`src/rtl/mhsa_dma_pkg.sv`:
```
// rtl/mhsa_dma_pkg.sv - shared state type, size defaults and address-wrap helper for the MHSA host DMA
package mhsa_dma_pkg;

  localparam int DMA_WIDTH  = 64;
  localparam int DMA_LENGTH = 4096;

  typedef enum logic [2:0] {
    IDLE,
    LOAD,
    KICK,
    WAIT,
    DRAIN
  } dma_state_t;

  // (base + offset) folded back into [0, length); callers keep base < length and offset < length
  function automatic int unsigned wrap_addr(input int unsigned base,
                                            input int unsigned offset,
                                            input int unsigned length);
    int unsigned sum;
    sum = base + offset;
    return (sum >= length) ? (sum - length) : sum;
  endfunction

endpackage

```
`src/rtl/mhsa_host_dma_if.sv`:
```
// rtl/mhsa_host_dma_if.sv - descriptor, stream, accelerator-control and memory-port bundle for the MHSA host DMA
interface mhsa_host_dma_if
  import mhsa_dma_pkg::*;
#(
  parameter int WIDTH  = DMA_WIDTH,
  parameter int LENGTH = DMA_LENGTH
) ();

  localparam int ADDR_W = $clog2(LENGTH);

  // job descriptor
  logic              cfg_valid;
  logic              cfg_ready;
  logic [ADDR_W-1:0] cfg_in_base;
  logic [ADDR_W-1:0] cfg_out_base;
  logic [ADDR_W:0]   cfg_in_words;
  logic [ADDR_W:0]   cfg_out_words;

  // input word stream
  logic              s_valid;
  logic              s_ready;
  logic [WIDTH-1:0]  s_data;

  // result stream
  logic              m_valid;
  logic              m_ready;
  logic [WIDTH-1:0]  m_data;
  logic              m_last;

  // accelerator control
  logic              acc_start;
  logic              acc_done;
  logic [ADDR_W-1:0] acc_input_base;
  logic [ADDR_W-1:0] acc_output_base;

  // accelerator memory port
  logic              soc_write_en;
  logic [ADDR_W-1:0] soc_addr;
  logic [WIDTH-1:0]  soc_data_in;
  logic [WIDTH-1:0]  soc_data_out;

  // DMA side
  modport master (
    input  cfg_valid, cfg_in_base, cfg_out_base, cfg_in_words, cfg_out_words,
    output cfg_ready,
    input  s_valid, s_data,
    output s_ready,
    output m_valid, m_data, m_last,
    input  m_ready,
    output acc_start, acc_input_base, acc_output_base,
    input  acc_done,
    output soc_write_en, soc_addr, soc_data_in,
    input  soc_data_out
  );

  // host / accelerator side
  modport slave (
    output cfg_valid, cfg_in_base, cfg_out_base, cfg_in_words, cfg_out_words,
    input  cfg_ready,
    output s_valid, s_data,
    input  s_ready,
    input  m_valid, m_data, m_last,
    output m_ready,
    input  acc_start, acc_input_base, acc_output_base,
    output acc_done,
    input  soc_write_en, soc_addr, soc_data_in,
    output soc_data_out
  );

endinterface

```
`src/rtl/mhsa_dma_rdfifo.sv`:
```
// rtl/mhsa_dma_rdfifo.sv - 2-entry read-return FIFO buffering accelerator memory reads during drain
module mhsa_dma_rdfifo
  import mhsa_dma_pkg::*;
#(
  parameter int WIDTH = DMA_WIDTH
) (
  input  logic             clk,
  input  logic             rst,
  input  logic             push,
  input  logic [WIDTH-1:0] push_data,
  input  logic             pop,
  output logic [WIDTH-1:0] head,
  output logic [1:0]       count,
  output logic             empty
);

  logic [WIDTH-1:0] mem0_q;
  logic [WIDTH-1:0] mem1_q;
  logic             wr_ptr_q;
  logic             rd_ptr_q;
  logic [1:0]       count_q;

  // storage, pointers and occupancy; caller guarantees no push when full and no pop when empty
  always_ff @(posedge clk or posedge rst) begin
    if (rst) begin
      mem0_q   <= '0;
      mem1_q   <= '0;
      wr_ptr_q <= 1'b0;
      rd_ptr_q <= 1'b0;
      count_q  <= 2'd0;
    end else begin
      if (push) begin
        if (wr_ptr_q) mem1_q <= push_data;
        else          mem0_q <= push_data;
        wr_ptr_q <= ~wr_ptr_q;
      end
      if (pop) rd_ptr_q <= ~rd_ptr_q;
      case ({push, pop})
        2'b10:   count_q <= count_q + 2'd1;
        2'b01:   count_q <= count_q - 2'd1;
        default: count_q <= count_q;
      endcase
    end
  end

  assign head  = rd_ptr_q ? mem1_q : mem0_q;
  assign count = count_q;
  assign empty = (count_q == 2'd0);

endmodule

```
`src/rtl/mhsa_host_dma.sv`:
```
// rtl/mhsa_host_dma.sv - MHSA host DMA: load input words, kick accelerator, drain results; MHSA_DMA_TIMEOUT_EN adds a WAIT watchdog
module mhsa_host_dma
  import mhsa_dma_pkg::*;
#(
  parameter int WIDTH   = DMA_WIDTH,
  parameter int LENGTH  = DMA_LENGTH,
  parameter int TIMEOUT = 1 << 20
) (
  input  logic            clk,
  input  logic            rst,
  mhsa_host_dma_if.master bus,
  output logic            busy,
  output logic            err
);

  localparam int ADDR_W = $clog2(LENGTH);
  localparam int CW     = ADDR_W + 1;

  dma_state_t state_q, state_d;

  logic [ADDR_W-1:0] in_base_q, out_base_q;
  logic [CW-1:0]     in_words_q, out_words_q;
  logic [CW-1:0]     idx_q;      // words written in LOAD
  logic [CW-1:0]     ridx_q;     // reads issued in DRAIN
  logic [CW-1:0]     ocnt_q;     // words handed out on the result stream
  logic              rd_pend_q;  // a read was issued last cycle; its data is on soc_data_out now

  logic              accept;
  logic              wr_en, rd_issue, pop;
  logic              s_ready_c, acc_start_c, m_last_c;
  logic [ADDR_W-1:0] soc_addr_c;
  logic [WIDTH-1:0]  soc_data_c;

  logic [WIDTH-1:0]  fifo_head;
  logic [1:0]        fifo_count;
  logic              fifo_empty;
  logic              m_valid_c;

`ifdef MHSA_DMA_TIMEOUT_EN
  localparam int TW = $clog2(TIMEOUT + 1);
  logic [TW-1:0] wait_cnt_q;
  logic          timeout_hit;
  logic          err_q;
`endif

  assign accept    = (state_q == IDLE) && bus.cfg_valid;
  assign m_valid_c = (state_q == DRAIN) && !fifo_empty;
  assign pop       = m_valid_c && bus.m_ready;
  assign m_last_c  = m_valid_c && ((ocnt_q + CW'(1)) == out_words_q);

  // FSM state register
  always_ff @(posedge clk or posedge rst) begin
    if (rst) state_q <= IDLE;
    else     state_q <= state_d;
  end

  // next-state and per-cycle memory-port / handshake decode
  always_comb begin
    state_d     = state_q;
    s_ready_c   = 1'b0;
    acc_start_c = 1'b0;
    wr_en       = 1'b0;
    rd_issue    = 1'b0;
    soc_addr_c  = '0;
    soc_data_c  = '0;
`ifdef MHSA_DMA_TIMEOUT_EN
    timeout_hit = 1'b0;
`endif
    case (state_q)
      IDLE: begin
        if (bus.cfg_valid) state_d = (bus.cfg_in_words == '0) ? KICK : LOAD;
      end
      LOAD: begin
        s_ready_c = 1'b1;
        if (bus.s_valid) begin
          wr_en      = 1'b1;
          soc_addr_c = ADDR_W'(wrap_addr(32'(in_base_q), 32'(idx_q), LENGTH));
          soc_data_c = bus.s_data;
          if ((idx_q + CW'(1)) == in_words_q) state_d = KICK;
        end
      end
      KICK: begin
        acc_start_c = 1'b1;
        state_d     = WAIT;
      end
      WAIT: begin
        if (bus.acc_done) begin
          state_d = (out_words_q == '0) ? IDLE : DRAIN;
        end
`ifdef MHSA_DMA_TIMEOUT_EN
        else if (wait_cnt_q == TW'(TIMEOUT - 1)) begin
          timeout_hit = 1'b1;
          state_d     = IDLE;
        end
`endif
      end
      DRAIN: begin
        // a word popped this cycle frees a slot, which keeps one read per cycle under full flow
        if ((ridx_q < out_words_q) &&
            ((32'(rd_pend_q) + 32'(fifo_count)) < (32'd2 + 32'(pop)))) begin
          rd_issue   = 1'b1;
          soc_addr_c = ADDR_W'(wrap_addr(32'(out_base_q), 32'(ridx_q), LENGTH));
        end
        if (pop && m_last_c) state_d = IDLE;
      end
      default: state_d = IDLE;
    endcase
  end

  // descriptor latch and transfer counters
  always_ff @(posedge clk or posedge rst) begin
    if (rst) begin
      in_base_q   <= '0;
      out_base_q  <= '0;
      in_words_q  <= '0;
      out_words_q <= '0;
      idx_q       <= '0;
      ridx_q      <= '0;
      ocnt_q      <= '0;
      rd_pend_q   <= 1'b0;
    end else begin
      if (accept) begin
        in_base_q   <= bus.cfg_in_base;
        out_base_q  <= bus.cfg_out_base;
        in_words_q  <= bus.cfg_in_words;
        out_words_q <= bus.cfg_out_words;
        idx_q       <= '0;
        ridx_q      <= '0;
        ocnt_q      <= '0;
      end
      if (wr_en)    idx_q  <= idx_q + CW'(1);
      if (rd_issue) ridx_q <= ridx_q + CW'(1);
      if (pop)      ocnt_q <= ocnt_q + CW'(1);
      rd_pend_q <= rd_issue;
    end
  end

`ifdef MHSA_DMA_TIMEOUT_EN
  // WAIT watchdog and sticky error; a new descriptor clears the error
  always_ff @(posedge clk or posedge rst) begin
    if (rst) begin
      wait_cnt_q <= '0;
      err_q      <= 1'b0;
    end else begin
      if (state_q == WAIT) wait_cnt_q <= wait_cnt_q + TW'(1);
      else                 wait_cnt_q <= '0;
      if (accept)           err_q <= 1'b0;
      else if (timeout_hit) err_q <= 1'b1;
    end
  end
  assign err = err_q;
`else
  assign err = 1'b0;
`endif

  mhsa_dma_rdfifo #(.WIDTH(WIDTH)) u_rdfifo (
    .clk      (clk),
    .rst      (rst),
    .push     (rd_pend_q),
    .push_data(bus.soc_data_out),
    .pop      (pop),
    .head     (fifo_head),
    .count    (fifo_count),
    .empty    (fifo_empty)
  );

  // cfg_ready is held low while reset is asserted so every output reads 0 during reset
  assign bus.cfg_ready       = (state_q == IDLE) && !rst;
  assign bus.s_ready         = s_ready_c;
  assign bus.m_valid         = m_valid_c;
  assign bus.m_data          = fifo_head;
  assign bus.m_last          = m_last_c;
  assign bus.acc_start       = acc_start_c;
  assign bus.acc_input_base  = in_base_q;
  assign bus.acc_output_base = out_base_q;
  assign bus.soc_write_en    = wr_en;
  assign bus.soc_addr        = soc_addr_c;
  assign bus.soc_data_in     = soc_data_c;
  assign busy                = (state_q != IDLE);

endmodule

```
`src/flat_wrapper.sv`:
```
// flat-port wrapper written by rule: the top's interface ports become plain ports
module mhsa_host_dma_flat import mhsa_dma_pkg::*;
#(
  parameter int WIDTH   = DMA_WIDTH,
  parameter int LENGTH  = DMA_LENGTH,
  parameter int TIMEOUT = 1 << 20
)
  (clk, rst, busy, err, bus_cfg_valid, bus_cfg_in_base, bus_cfg_out_base, bus_cfg_in_words, bus_cfg_out_words, bus_cfg_ready, bus_s_valid, bus_s_data, bus_s_ready, bus_m_valid, bus_m_data, bus_m_last, bus_m_ready, bus_acc_start, bus_acc_input_base, bus_acc_output_base, bus_acc_done, bus_soc_write_en, bus_soc_addr, bus_soc_data_in, bus_soc_data_out);
  mhsa_host_dma_if #(.WIDTH(WIDTH), .LENGTH(LENGTH)) bus_i ();
  input  logic clk;
  input  logic rst;
  output logic busy;
  output logic err;
  input wire logic [$bits(bus_i.cfg_valid)-1:0] bus_cfg_valid;
  input wire logic [$bits(bus_i.cfg_in_base)-1:0] bus_cfg_in_base;
  input wire logic [$bits(bus_i.cfg_out_base)-1:0] bus_cfg_out_base;
  input wire logic [$bits(bus_i.cfg_in_words)-1:0] bus_cfg_in_words;
  input wire logic [$bits(bus_i.cfg_out_words)-1:0] bus_cfg_out_words;
  output wire logic [$bits(bus_i.cfg_ready)-1:0] bus_cfg_ready;
  input wire logic [$bits(bus_i.s_valid)-1:0] bus_s_valid;
  input wire logic [$bits(bus_i.s_data)-1:0] bus_s_data;
  output wire logic [$bits(bus_i.s_ready)-1:0] bus_s_ready;
  output wire logic [$bits(bus_i.m_valid)-1:0] bus_m_valid;
  output wire logic [$bits(bus_i.m_data)-1:0] bus_m_data;
  output wire logic [$bits(bus_i.m_last)-1:0] bus_m_last;
  input wire logic [$bits(bus_i.m_ready)-1:0] bus_m_ready;
  output wire logic [$bits(bus_i.acc_start)-1:0] bus_acc_start;
  output wire logic [$bits(bus_i.acc_input_base)-1:0] bus_acc_input_base;
  output wire logic [$bits(bus_i.acc_output_base)-1:0] bus_acc_output_base;
  input wire logic [$bits(bus_i.acc_done)-1:0] bus_acc_done;
  output wire logic [$bits(bus_i.soc_write_en)-1:0] bus_soc_write_en;
  output wire logic [$bits(bus_i.soc_addr)-1:0] bus_soc_addr;
  output wire logic [$bits(bus_i.soc_data_in)-1:0] bus_soc_data_in;
  input wire logic [$bits(bus_i.soc_data_out)-1:0] bus_soc_data_out;
  assign bus_i.cfg_valid = bus_cfg_valid;
  assign bus_i.cfg_in_base = bus_cfg_in_base;
  assign bus_i.cfg_out_base = bus_cfg_out_base;
  assign bus_i.cfg_in_words = bus_cfg_in_words;
  assign bus_i.cfg_out_words = bus_cfg_out_words;
  assign bus_cfg_ready = bus_i.cfg_ready;
  assign bus_i.s_valid = bus_s_valid;
  assign bus_i.s_data = bus_s_data;
  assign bus_s_ready = bus_i.s_ready;
  assign bus_m_valid = bus_i.m_valid;
  assign bus_m_data = bus_i.m_data;
  assign bus_m_last = bus_i.m_last;
  assign bus_i.m_ready = bus_m_ready;
  assign bus_acc_start = bus_i.acc_start;
  assign bus_acc_input_base = bus_i.acc_input_base;
  assign bus_acc_output_base = bus_i.acc_output_base;
  assign bus_i.acc_done = bus_acc_done;
  assign bus_soc_write_en = bus_i.soc_write_en;
  assign bus_soc_addr = bus_i.soc_addr;
  assign bus_soc_data_in = bus_i.soc_data_in;
  assign bus_i.soc_data_out = bus_soc_data_out;
  mhsa_host_dma #(.WIDTH(WIDTH), .LENGTH(LENGTH), .TIMEOUT(TIMEOUT)) u_core (.clk(clk), .rst(rst), .bus(bus_i), .busy(busy), .err(err));
endmodule
```
`config.mk`:
```
export PLATFORM = sky130hd
export DESIGN_NAME = mhsa_host_dma_flat
export DESIGN_NICKNAME = d
export VERILOG_FILES = /design/src/rtl/mhsa_dma_pkg.sv /design/src/rtl/mhsa_host_dma_if.sv /design/src/rtl/mhsa_dma_rdfifo.sv /design/src/rtl/mhsa_host_dma.sv /design/src/flat_wrapper.sv
export SDC_FILE = /design/constraint.sdc
export NUM_CORES = 1
export LEC_CHECK = 0
export CORE_MARGIN = 1
export CORE_UTILIZATION = 49
export DETAILED_ROUTE_END_ITERATION = 6
export PLACE_DENSITY = 0.82
export SLEW_MARGIN = 5
export SYNTH_ARGS = -nofsm -noshare
export SYNTH_HDL_FRONTEND = slang
export SYNTH_HIERARCHICAL = 1
export SYNTH_SLANG_ARGS = --single-unit
export TNS_END_PERCENT = 1
```
`constraint.sdc`:
```
create_clock -name clk -period 4.3 [get_ports clk]
set_input_delay 0.43 -clock clk [delete_from_list [all_inputs] [get_ports clk]]
set_output_delay 0.43 -clock clk [all_outputs]
set_load 0.03 [all_outputs]
```
Word-level counts from Yosys, hierarchy flattened
Index checks and enable logic that the tools add are counted.
{ "op_classes": {"n_addsub": 11, "magnitude_cmp": 4, "n_eq_ne": 13, "mux": 27, "bitwise": 2, "n_reduce_logical": 21} }
{ "op_table": {"columns": ["op", "count"], "rows": [
  ["two-way mux 64 bit", 3],
  ["two-way mux 13 bit", 4],
  ["two-way mux 12 bit", 4],
  ["adder 13 x 1 -> 13 bit, second input constant", 3],
  ["less-than comparator 32 bit", 1],
  ["adder 12 x 13 -> 14 bit", 2],
  [">= comparator 14 x 13 -> 1 bit, second input constant", 2],
  ["equality test 13 bit", 2],
  ["zero test 13 bit", 2],
  ["case mux 12 bit (2 select lines)", 1],
  ["subtractor 12 x 1 -> 12 bit, second input constant", 2],
  ["two-way mux 3 bit", 6],
  ["case mux 3 bit (5 select lines)", 1],
  ["less-than comparator 13 bit", 1],
  ["inequality test 2 bit, second input constant", 4],
  ["nonzero test 2 bit", 4],
  ["logical AND 1 bit", 7],
  ["equality test 3 x 2 -> 1 bit, second input constant", 2],
  ["two-way mux 1 bit", 6],
  ["AND reduction 5 bit", 1],
  ["case mux 2 bit (2 select lines)", 1],
  ["AND reduction 2 bit", 2],
  ["adder 1 x 2 -> 3 bit", 1],
  ["adder 2 x 1 -> 3 bit, first input constant", 1],
  ["other kinds (13)", 15]
]} }
{ "totals": {"regBits": 225, "out_inout_bits": 172, "wordCells": 92} }

Longest topological paths before layout
Gate-level depths: netlist of run 1.
{ "depth": {"ltp_word": 10, "depth_mapped": 11} }

Hierarchy
The synthesis of run 1 kept the hierarchy.
{ "by_module_without_submodules": {"columns": ["mod", "instances", "cells_per_inst", "area_each_um2", "seq_area_each_um2"], "rows": [
  ["mhsa_host_dma", 1, 823, 6595.1, 2327.2],
  ["mhsa_dma_rdfifo", 1, 355, 5774.3, 3303.2]
]} }

Worst setup path before layout of run 1
No wires, ideal clock.
{ "synth_timing": {"path_type": "reg2out", "from": "register u_core.in_base_q[1] (netlist: u_core/bus.acc_input_base[1])", "to": "output bus_soc_addr[11]", "t_arrival_ns": 2.636, "path_slack_ns": 1.234, "stages_incl_launch_ff": 10, "path_buffers": 0, "path_cell_list": "dfrtp_1 -> ha_1 -> a21o_1 -> a21oi_1 -> nor2b_1 -> o41a_1 -> a41o_1 -> o41ai_2 -> xnor2_1 -> o22ai_1"} }
{ "synth_between": {"elab_chain_len": 5} }
{ "synth_rtl": {"columns": ["element", "line", "source"], "rows": [
  ["from (decl)", "mhsa_host_dma.sv:21", "logic [ADDR_W-1:0] in_base_q, out_base_q;"],
  ["from (signal assigned)", "mhsa_host_dma.sv:123", "in_base_q <= bus.cfg_in_base;"],
  ["adder 12 x 13 -> 14 bit *", "mhsa_dma_pkg.sv:20", "sum = base + offset;"],
  ["subtractor 12 x 1 -> 12 bit / >= comparator 14 x 13 -> 1 bit (equally long branches)", "mhsa_dma_pkg.sv:21", "return (sum >= length) ? (sum - length) : sum;"],
  ["two-way mux 12 bit *", "mhsa_dma_pkg.sv:21", null],
  ["two-way mux 12 bit *", "mhsa_host_dma.sv:75", "if (bus.s_valid) begin"],
  ["case mux 12 bit (2 select lines) *", "mhsa_host_dma.sv:69", "case (state_q)"],
  ["to (decl)", "flat_wrapper.sv:32", "output wire logic [$bits(bus_i.soc_addr)-1:0] bus_soc_addr;"]
]} }
Every way passes the cells marked *; elsewhere a longest branch is shown, timed or not.

Final worst setup path of run 1
{ "layout_timing": {"from": "register u_core.idx_q[1]", "to": "output bus_soc_addr[11]"} }
{ "layout_between": {"elab_chain_len": 5} }
{ "layout_rtl": {"columns": ["element", "line", "source"], "rows": [
  ["from (decl)", "mhsa_host_dma.sv:23", "logic [CW-1:0] idx_q;"],
  ["from (signal assigned)", "mhsa_host_dma.sv:131", "if (wr_en) idx_q <= idx_q + CW'(1);"],
  ["adder 12 x 13 -> 14 bit *", "mhsa_dma_pkg.sv:20", null],
  ["subtractor 12 x 1 -> 12 bit / >= comparator 14 x 13 -> 1 bit (equally long branches)", "mhsa_dma_pkg.sv:21", null],
  ["two-way mux 12 bit *", "mhsa_dma_pkg.sv:21", null],
  ["two-way mux 12 bit *", "mhsa_host_dma.sv:75", null],
  ["case mux 12 bit (2 select lines) *", "mhsa_host_dma.sv:69", null]
]} }
Marks and branches as above.

==> summary.md, run 1 <==
| Metric | Value |
|---|---|
| Via count | `10100` |
| P_sw | `4810 uW` |
| DRT iter0 DRCs | `773` |
| Final min period | `4100 ps` |
| Ys async rst share | `100%` |
| Cell internal pwr | `around 7000 uW` |
| Power per cell area | `700 nW/um^2` |
| Fin area | `16900 um^2` |
| Worst Setup End Kind | `primary output` |
| Starting Density | `50.4%` |
| Fin util | `68.9%` |
| Buf+Inv Stages, Crit Path | `1` |
| Clock transition at the registers of the reported paths | `roughly 60 ps` |
| Outcome | `completed` |
| Critical path fanouts, max | `6` |
| CTS tree | `done` |
| Post-synthesis sequential area ratio | `between 40% and 50%` |
| Post-layout nets | `1737` |
| Crit path launch | `u_core/idx_q[1]` |
| Gr usage total | `between 20% and 30%` |
| Largest net degree at the start of global routing | `between 70 and 80` |
| Yosys top cell area share | `a little under half` |
| Final setup fails | `0` |
| Ys flop type | `dfrtp_1` |
| Slowest stage delay, CP | `between 700 and 800 ps` |
| Hold slack | `428 ps` |
| Global-route wire length before repair | `55800 um` |
| RSZ-0062 raised after global routing | `no` |
| Clk root buf | `clkbuf_16` |
| Flops & latches, synth | `225` |
| Die Y | `161 um` |
| Final Slew Violations | `0` |
| Cts bufs inserted | `24` |
| Logic pwr share | `51.7%` |
| Clock Sinks | `around 230` |
| Most common cell after layout, fill and taps aside | `clkdlybuf4s50_1` |
| Synth warn | `6` |
| Sw Ratio | `between 40% and 50%` |
| Synth area leaders | `dfrtp_1, mux2_2, nand2_1` |
| Sequential Area | `between 5000 and 6000 um^2` |
| WL per Instance | `approximately 19 um` |
| GRT overflow | `0` |
| EDFF count, synth | `0` |
| Worst R2R End | `u_core/ridx_q[5]` |
| Crit-path cells | `ha_1 > a21o_1 > a21oi_1 > nor2b_1 > o41a_1 > a41o_1 > o41ai_2 > xnor2_1 > o22ai_1 > clkdlybuf4s50_1` |
| Io pins | `between 300 and 400` |
| Reg-to-reg slack, setup | `between 1000 and 1500 ps` |
| Sequential share of power | `a little under a third` |
| Antenna violations before repair | `3` |
| Share of layout cells above drive strength 1 | `between 10% and 20%` |
| Clock Skews | `9.55 ps` |
| Post-CTS Hold Fix Bufs | `0` |
| Syn_nets | `between 1000 and 1500` |
| Core Footprint | `24500 um^2` |
| Slew @ Worst Pin | `between 900 and 1000 ps` |
| Peak Freq | `around 240 MHz` |
| Vias in the first global route | `10300` |
| Setup Buffers After CTS | `0` |
| CTS max path bufs | `3` |
| PostCTS Resize Cnt | `0` |
| Die extent in x | `161 um` |
| Pre-antenna DRT Iters | `5` |
| Area leader, netlist | `dfrtp_1` |
| Static leakage | `between 0.007 and 0.008 uW` |
| GPL Wtd Cong | `0.889` |
| Crit share post-route | `between 90% and 100%` |
| Overall routed net length | `35300 um` |
| Vias per cell | `5.48` |
| Syn Inst Count | `around 1200` |
| Row cnt | `57` |
| Clock share of power | `between 10% and 20%` |
| Layout fillers | `approximately 1900` |
| Post-synthesis cell area | `between 10000 and 15000 um^2` |
| Multi-input gate area | `~6300 um^2` |
| IO Port Bufs | `354` |
| DRC Markers | `0` |
| Hpwl dp | `around 26000 um` |
| Clock Latency Late Sink | `520 ps` |
| Placed Area | `approximately 16000 um^2` |
| CP Depth | `10` |
| Most frequent cells in the layout | `clkdlybuf4s50_1, dfrtp_1, mux2_2, nand2_1, o21ai_0` |
| CP max-delay cell | `clkdlybuf4s50_1` |
| Area grow syn2layout | `36.6%` |
| Hold Path Class | `primary input to asynchronous set/reset pin` |
| Syn Area/Cell | `between 10 and 15 um^2` |
| Post-DRT Antenna Nets | `0` |
| Kind of critical path | `register to primary output` |
| Crit path arrival time | `approximately 3700 ps` |
| Synth cell types | `67` |
| Max Cap Viol | `0` |
| Die ar. | `around 26000 um^2` |
| CTS HTree Levels | `1` |
| CP endpoint | `bus_soc_addr[11]` |
| Critical Path RT | `between 3000 and 4000 ps` |
| Final hold vios | `0` |
| Total negative slack | `0 ps` |
| Startpoint Class | `register` |
| Worst reg2reg path startpoint | `u_core/out_words_q[10]` |
| Max IR drop VDD | `roughly 0.50 mV` |
| R2r worst-path depth | `9` |
| Worst rel slew slack | `approximately a third` |
| CP top delay family | `compound AO/OA/AOI/OAI gates` |
==> layer usage <==
metal	global-route usage [%]	vias up	routed length (um)
li1	-	4814	-
met1	36.9	4927	15600
met2	43.0	338	16400
met3	5.45	66	2300
met4	8.15	4	1020
met5	0	-	23
==> metrics by stage <==
step	std cells	setup slack, ps	power, uW
final	1852	195	11800
after CTS	1851	179	11900
after global routing	1851	39.4	12400
after floorplan	1178	344	7450
after detailed placement	1809	735	9770
after global placement	1809	784	9600
==> sequential cells by signal, summed over array words and instances (netlist names), 2 cells and up <==
signal	count
u_core/in_words_q	13
u_core/out_words_q	13
u_core/state_q	3
u_core/ridx_q	13
u_core/ocnt_q	13
u_core/u_rdfifo/mem0_q	64
u_core/u_rdfifo/count	2
u_core/bus.acc_input_base	12
u_core/idx_q	13
u_core/u_rdfifo/mem1_q	64
u_core/bus.acc_output_base	12
==> cell families (layout without fill, tap and decap cells) <==
| kind of cell | after synthesis | after routing | synth area share, % |
|---|---|---|---|
| simple gates | 403 | 403 | 16.1 |
| buf+inv | 93 | 442 | 3.83 |
| xor+xnor | 61 | 61 | 4.32 |
| other cells | 1 | 2 | 0.0303 |
| fa+ha+maj | 42 | 42 | 4.37 |
| mux | 195 | 195 | 17.9 |
| compound gates | 158 | 158 | 7.90 |
| flops | 225 | 225 | 45.5 |
==> power by group through the flow <==
stage | logic [uW] | clock network (uW) | registers [uW]
after floorplan | 3810 | 0 | 3640
after global placement | 5980 | 0 | 3610
after global routing | 6480 | 2150 | 3800
after detailed placement | 6070 | 0 | 3690
final | 6110 | 2030 | 3680
after CTS | 6130 | 2070 | 3670
==> how the worst min path moves through the flow <==
stage / startpoint / end / slack [ps] / cells past startpoint
floorplan: u_core/ridx_q[12] / u_core/ridx_q[12] / 450 / 1
global placement: u_core/u_rdfifo/mem0_q[52] / u_core/u_rdfifo/mem0_q[52] / 470 / 1
detailed placement: u_core/u_rdfifo/mem0_q[51] / u_core/u_rdfifo/mem0_q[51] / 480 / 1
CTS: rst / u_core/out_words_q[0] / 410 / 2
global route: bus_cfg_out_base[7] / u_core/bus.acc_output_base[7] / 450 / 3
finish: rst / u_core/state_q[0] / 430 / 2
==> synthesized netlist by cell type, drive strengths merged (8+ instances only) <==
master	instances
a21o	10
a21oi	16
and3	77
buf	20
clkbuf	39
dfrtp	225
ha	40
inv	33
mux2	193
nand2	181
nand2b	9
nand3	27
nand4	11
nor2	47
nor2b	10
nor3	11
nor4	8
o21ai	85
o22ai	10
o31ai	13
xnor2	35
xor2	26
==> cell type report <==
| cell class | count | area share (%) |
|---|---|---|
| diodes | 1 | 0.0148 |
| inverters | 34 | 0.778 |
| well taps | 324 | 2.40 |
| clock inverters | 13 | 0.763 |
| clock buffers | 29 | 3.84 |
| multi-input cells | 860 | 37.2 |
| flip-flops and latches | 225 | 33.3 |
| repair buffers | 366 | 21.6 |
Note: power is estimated with default switching activity, not from simulation.
==> inputs of run 2 (changes only) <==
--- a/config.mk
+++ b/config.mk
@@ -6,9 +6,9 @@
 export NUM_CORES = 1
 export LEC_CHECK = 0
 export CORE_MARGIN = 1
-export CORE_UTILIZATION = 49
+export CORE_UTILIZATION = 52
 export DETAILED_ROUTE_END_ITERATION = 6
-export PLACE_DENSITY = 0.82
+export PLACE_DENSITY = 0.86
 export SLEW_MARGIN = 5
 export SYNTH_ARGS = -nofsm -noshare
 export SYNTH_HDL_FRONTEND = slang
==> constraint.sdc (replaced) <==
create_clock -name clk -period 5.2 [get_ports clk]
set_input_delay 0.52 -clock clk [delete_from_list [all_inputs] [get_ports clk]]
set_output_delay 0.52 -clock clk [all_outputs]
set_load 0.03 [all_outputs]
==> run 2 against run 1 <==
Against the previous run:
- first-iteration DRC count down 7.9%
- die area down 5.7%
- sequential share of layout area down 0.076 points
- critical path depth unchanged
- non-clock buffer count down 1
- global-route usage up 1.7 points
- via count up 2.0%
==> summary.md, run 2 (synthesis gave the netlist of run 1 again) <==
| Metric | Value |
|---|---|
| Antenna violations before repair | `2 (-1)` |
| Global-route wire length before repair | `54900 um (-1.6%)` |
| Max Cap Viol | `0 (unchanged)` |
| Fin util | `72.4% (+3.5 points)` |
| IO Port Bufs | `354 (unchanged)` |
| Crit-path cells | `ha_1 > a21o_1 > a21oi_1 > nor2b_1 > o41a_1 > a41o_1 > o41ai_2 > xnor2_1 > o22ai_1 > clkdlybuf4s50_1` |
| Gr usage total | `28.6% (+1.7 points)` |
| Largest regs | `u_core/u_rdfifo/mem0_q: 64 flops, u_core/u_rdfifo/mem1_q: 64 flops` |
| Die extent in x | `156 um (-2.9%)` |
| Setup ws final | `991 ps (+796 ps)` |
| Antenna cells | `0 (-1)` |
| Row cnt | `56 (-1.8%)` |
| Most common cell after layout, fill and taps aside | `clkdlybuf4s50_1` |
| Vias in the first global route | `10100 (-1.9%)` |
| Worst reg2reg path startpoint | `u_core/state_q[0]` |
| HP Start | `u_core/in_words_q[11]` |
| PostCTS Resize Cnt | `0 (unchanged)` |
| GR met3 Demand/Resource | `6.56% (+1.1 points)` |
| Crit path arrival time | `3690 ps (+20 ps)` |
| Clock Latency Late Sink | `530 ps (about the same)` |
| GRT overflow | `0 (unchanged)` |
| Crit path launch | `u_core/idx_q[1]` |
| Critical path fanouts, max | `6 (unchanged)` |
| Hpwl dp | `25100 um (-1.8%)` |
| Worst rel slew slack | `21.9% (-13 points)` |
| Overall routed net length | `35200 um (-0.27%)` |
| Post-CTS Hold Fix Bufs | `0 (unchanged)` |
| Peak Freq | `about 240 MHz` |
| Via count | `10400 (+2.0%)` |
| CTS HTree Levels | `1 (unchanged)` |
| Power per cell area | `586 nW/um^2 (-16%)` |
| Critical Path RT | `4680 ps (+810 ps)` |
| Post-layout nets | `1737 (unchanged)` |
| Outcome | `completed` |
| Max IR drop VDD | `0.407 mV (-18%)` |
| Area grow syn2layout | `36.9%` |
| Post-DRT Antenna Nets | `0 (unchanged)` |
| Pwr Total | `9920 uW (-16%)` |
| Clk root buf | `clkbuf_16` |
| Total negative slack | `0 ps (unchanged)` |
| Setup Buffers After CTS | `0 (unchanged)` |
| Die Y | `156 um (-2.9%)` |
| Final setup fails | `0 (unchanged)` |
| Met1 usage | `39.3% (+2.4 points)` |
| Starting Density | `52.9% (+2.4 points)` |
| Place WS | `1560 ps (+828 ps)` |
| WL per Instance | `19.1 um (about the same)` |
| Io pins | `356 (unchanged)` |
| GRT busiest layer | `met2` |
| GPL Wtd Cong | `0.927 (+4.3%)` |
| RSZ-0062 raised after global routing | `no` |
| Slew @ Worst Pin | `1170 ps (+198 ps)` |
| Clock Sinks | `225 (unchanged)` |
| Pre-antenna DRT Iters | `5 (unchanged)` |
| Worst Setup End Kind | `primary output` |
| Die ar. | `24400 um^2 (-5.7%)` |
| Final min period | `4210 ps` |
| DRT iter0 DRCs | `712 (-7.9%)` |
| Slowest stage delay, CP | `740 ps (about the same)` |
| Vias per cell | `5.61 (+2.3%)` |
| Final Slew Violations | `0 (unchanged)` |
| Crit share post-route | `between 80 and 90%` |
| Clock transition at the registers of the reported paths | `60 ps (about the same)` |
| Largest net degree at the start of global routing | `68 (-13%)` |
| CTS max path bufs | `3 (unchanged)` |
| Final hold vios | `0 (unchanged)` |
| Share of layout cells above drive strength 1 | `17.0% (-0.40 points)` |
| Cts bufs inserted | `25 (+4.2%)` |
| Clock Skews | `14.6 ps (+5.10 ps)` |
| Met2 Use GR | `46.0% (+2.9 points)` |
| Core Footprint | `23400 um^2 (-4.6%)` |
| Hold Path Class | `register to register` |
| CTS tree | `done` |
| Kind of critical path | `register to primary output` |
| Placed Area | `16100 um^2 (-0.21%)` |
| Fin area | `16900 um^2 (+0.23%)` |
| CP max-delay cell | `clkdlybuf4s50_1` |
| Most frequent cells in the layout | `clkdlybuf4s50_1, dfrtp_1, mux2_2, nand2_1, o21ai_0` |
| DRC Markers | `0 (unchanged)` |
| Startpoint Class | `register` |
| Static leakage | `0.00760 uW (-0.13%)` |
run 2: changes by cell type in the layout (fill, tap and decap cells not counted), moves of 2 or more:
cell and delta:
clkbuf_1 +5, bufinv_16 +2, buf_12 -2, clkdlybuf4s50_1 +3, clkinv_2 -6
run 2: worst paths after layout:
path / endpoint / slack, ps / cells past startpoint
setup / recovery: bus_soc_addr[11] / 990 / 10
hold reg to reg: u_core/in_words_q[11] / 500 / 2
hold / removal: u_core/in_words_q[11] / 500 / 2
min in group asynchronous: u_core/out_words_q[3] / 530 / 2
max in group asynchronous: u_core/idx_q[2] / 3470 / 3
setup reg to reg: u_core/idx_q[4] / 2430 / 8
run 2: critical path, delay by kind of cell, from the launching register on:
family | cells | cell delay [ps]
buf+inv | 1 | 740
compound gates | 6 | 1470
xor+xnor | 1 | 120
flops | 1 | 430
simple gates | 1 | 100
fa+ha+maj | 1 | 310
run 2: power breakdown:
part | total, uW | internal [uW] | switching (uW)
sequential | 3070 | 2480 | 587
clock | 1840 | 1130 | 706
combinational | 5020 | 2330 | 2690
total | 9920 | 5940 | 3980
run 2: area by class of cell:
type	count	area (um^2)
Sequential cell	225	5630
Multi-Input combinational cell	860	6290
Fill cell	1679	6470
Timing Repair Buffer	365	3630
Clock buffer	35	693
Clock inverter	9	163
Tap cell	319	399
Inverter	34	131
run 2: per-stage QoR:
stage          hold slack [ps]  cells
2_1_floorplan              452   1178
3_3_place_gp               463   1803
3_5_place_dp               475   1803
4_1_cts                    497   1847
5_1_grt                    515   1847
6_report                   498   1847
run 2: routing by layer:
layer | vias up | share of wire [%]
met4 | 4 | 2.3
met5 | - | 0.085
met3 | 65 | 8.0
li1 | 4818 | -
met2 | 399 | 47
met1 | 5070 | 43
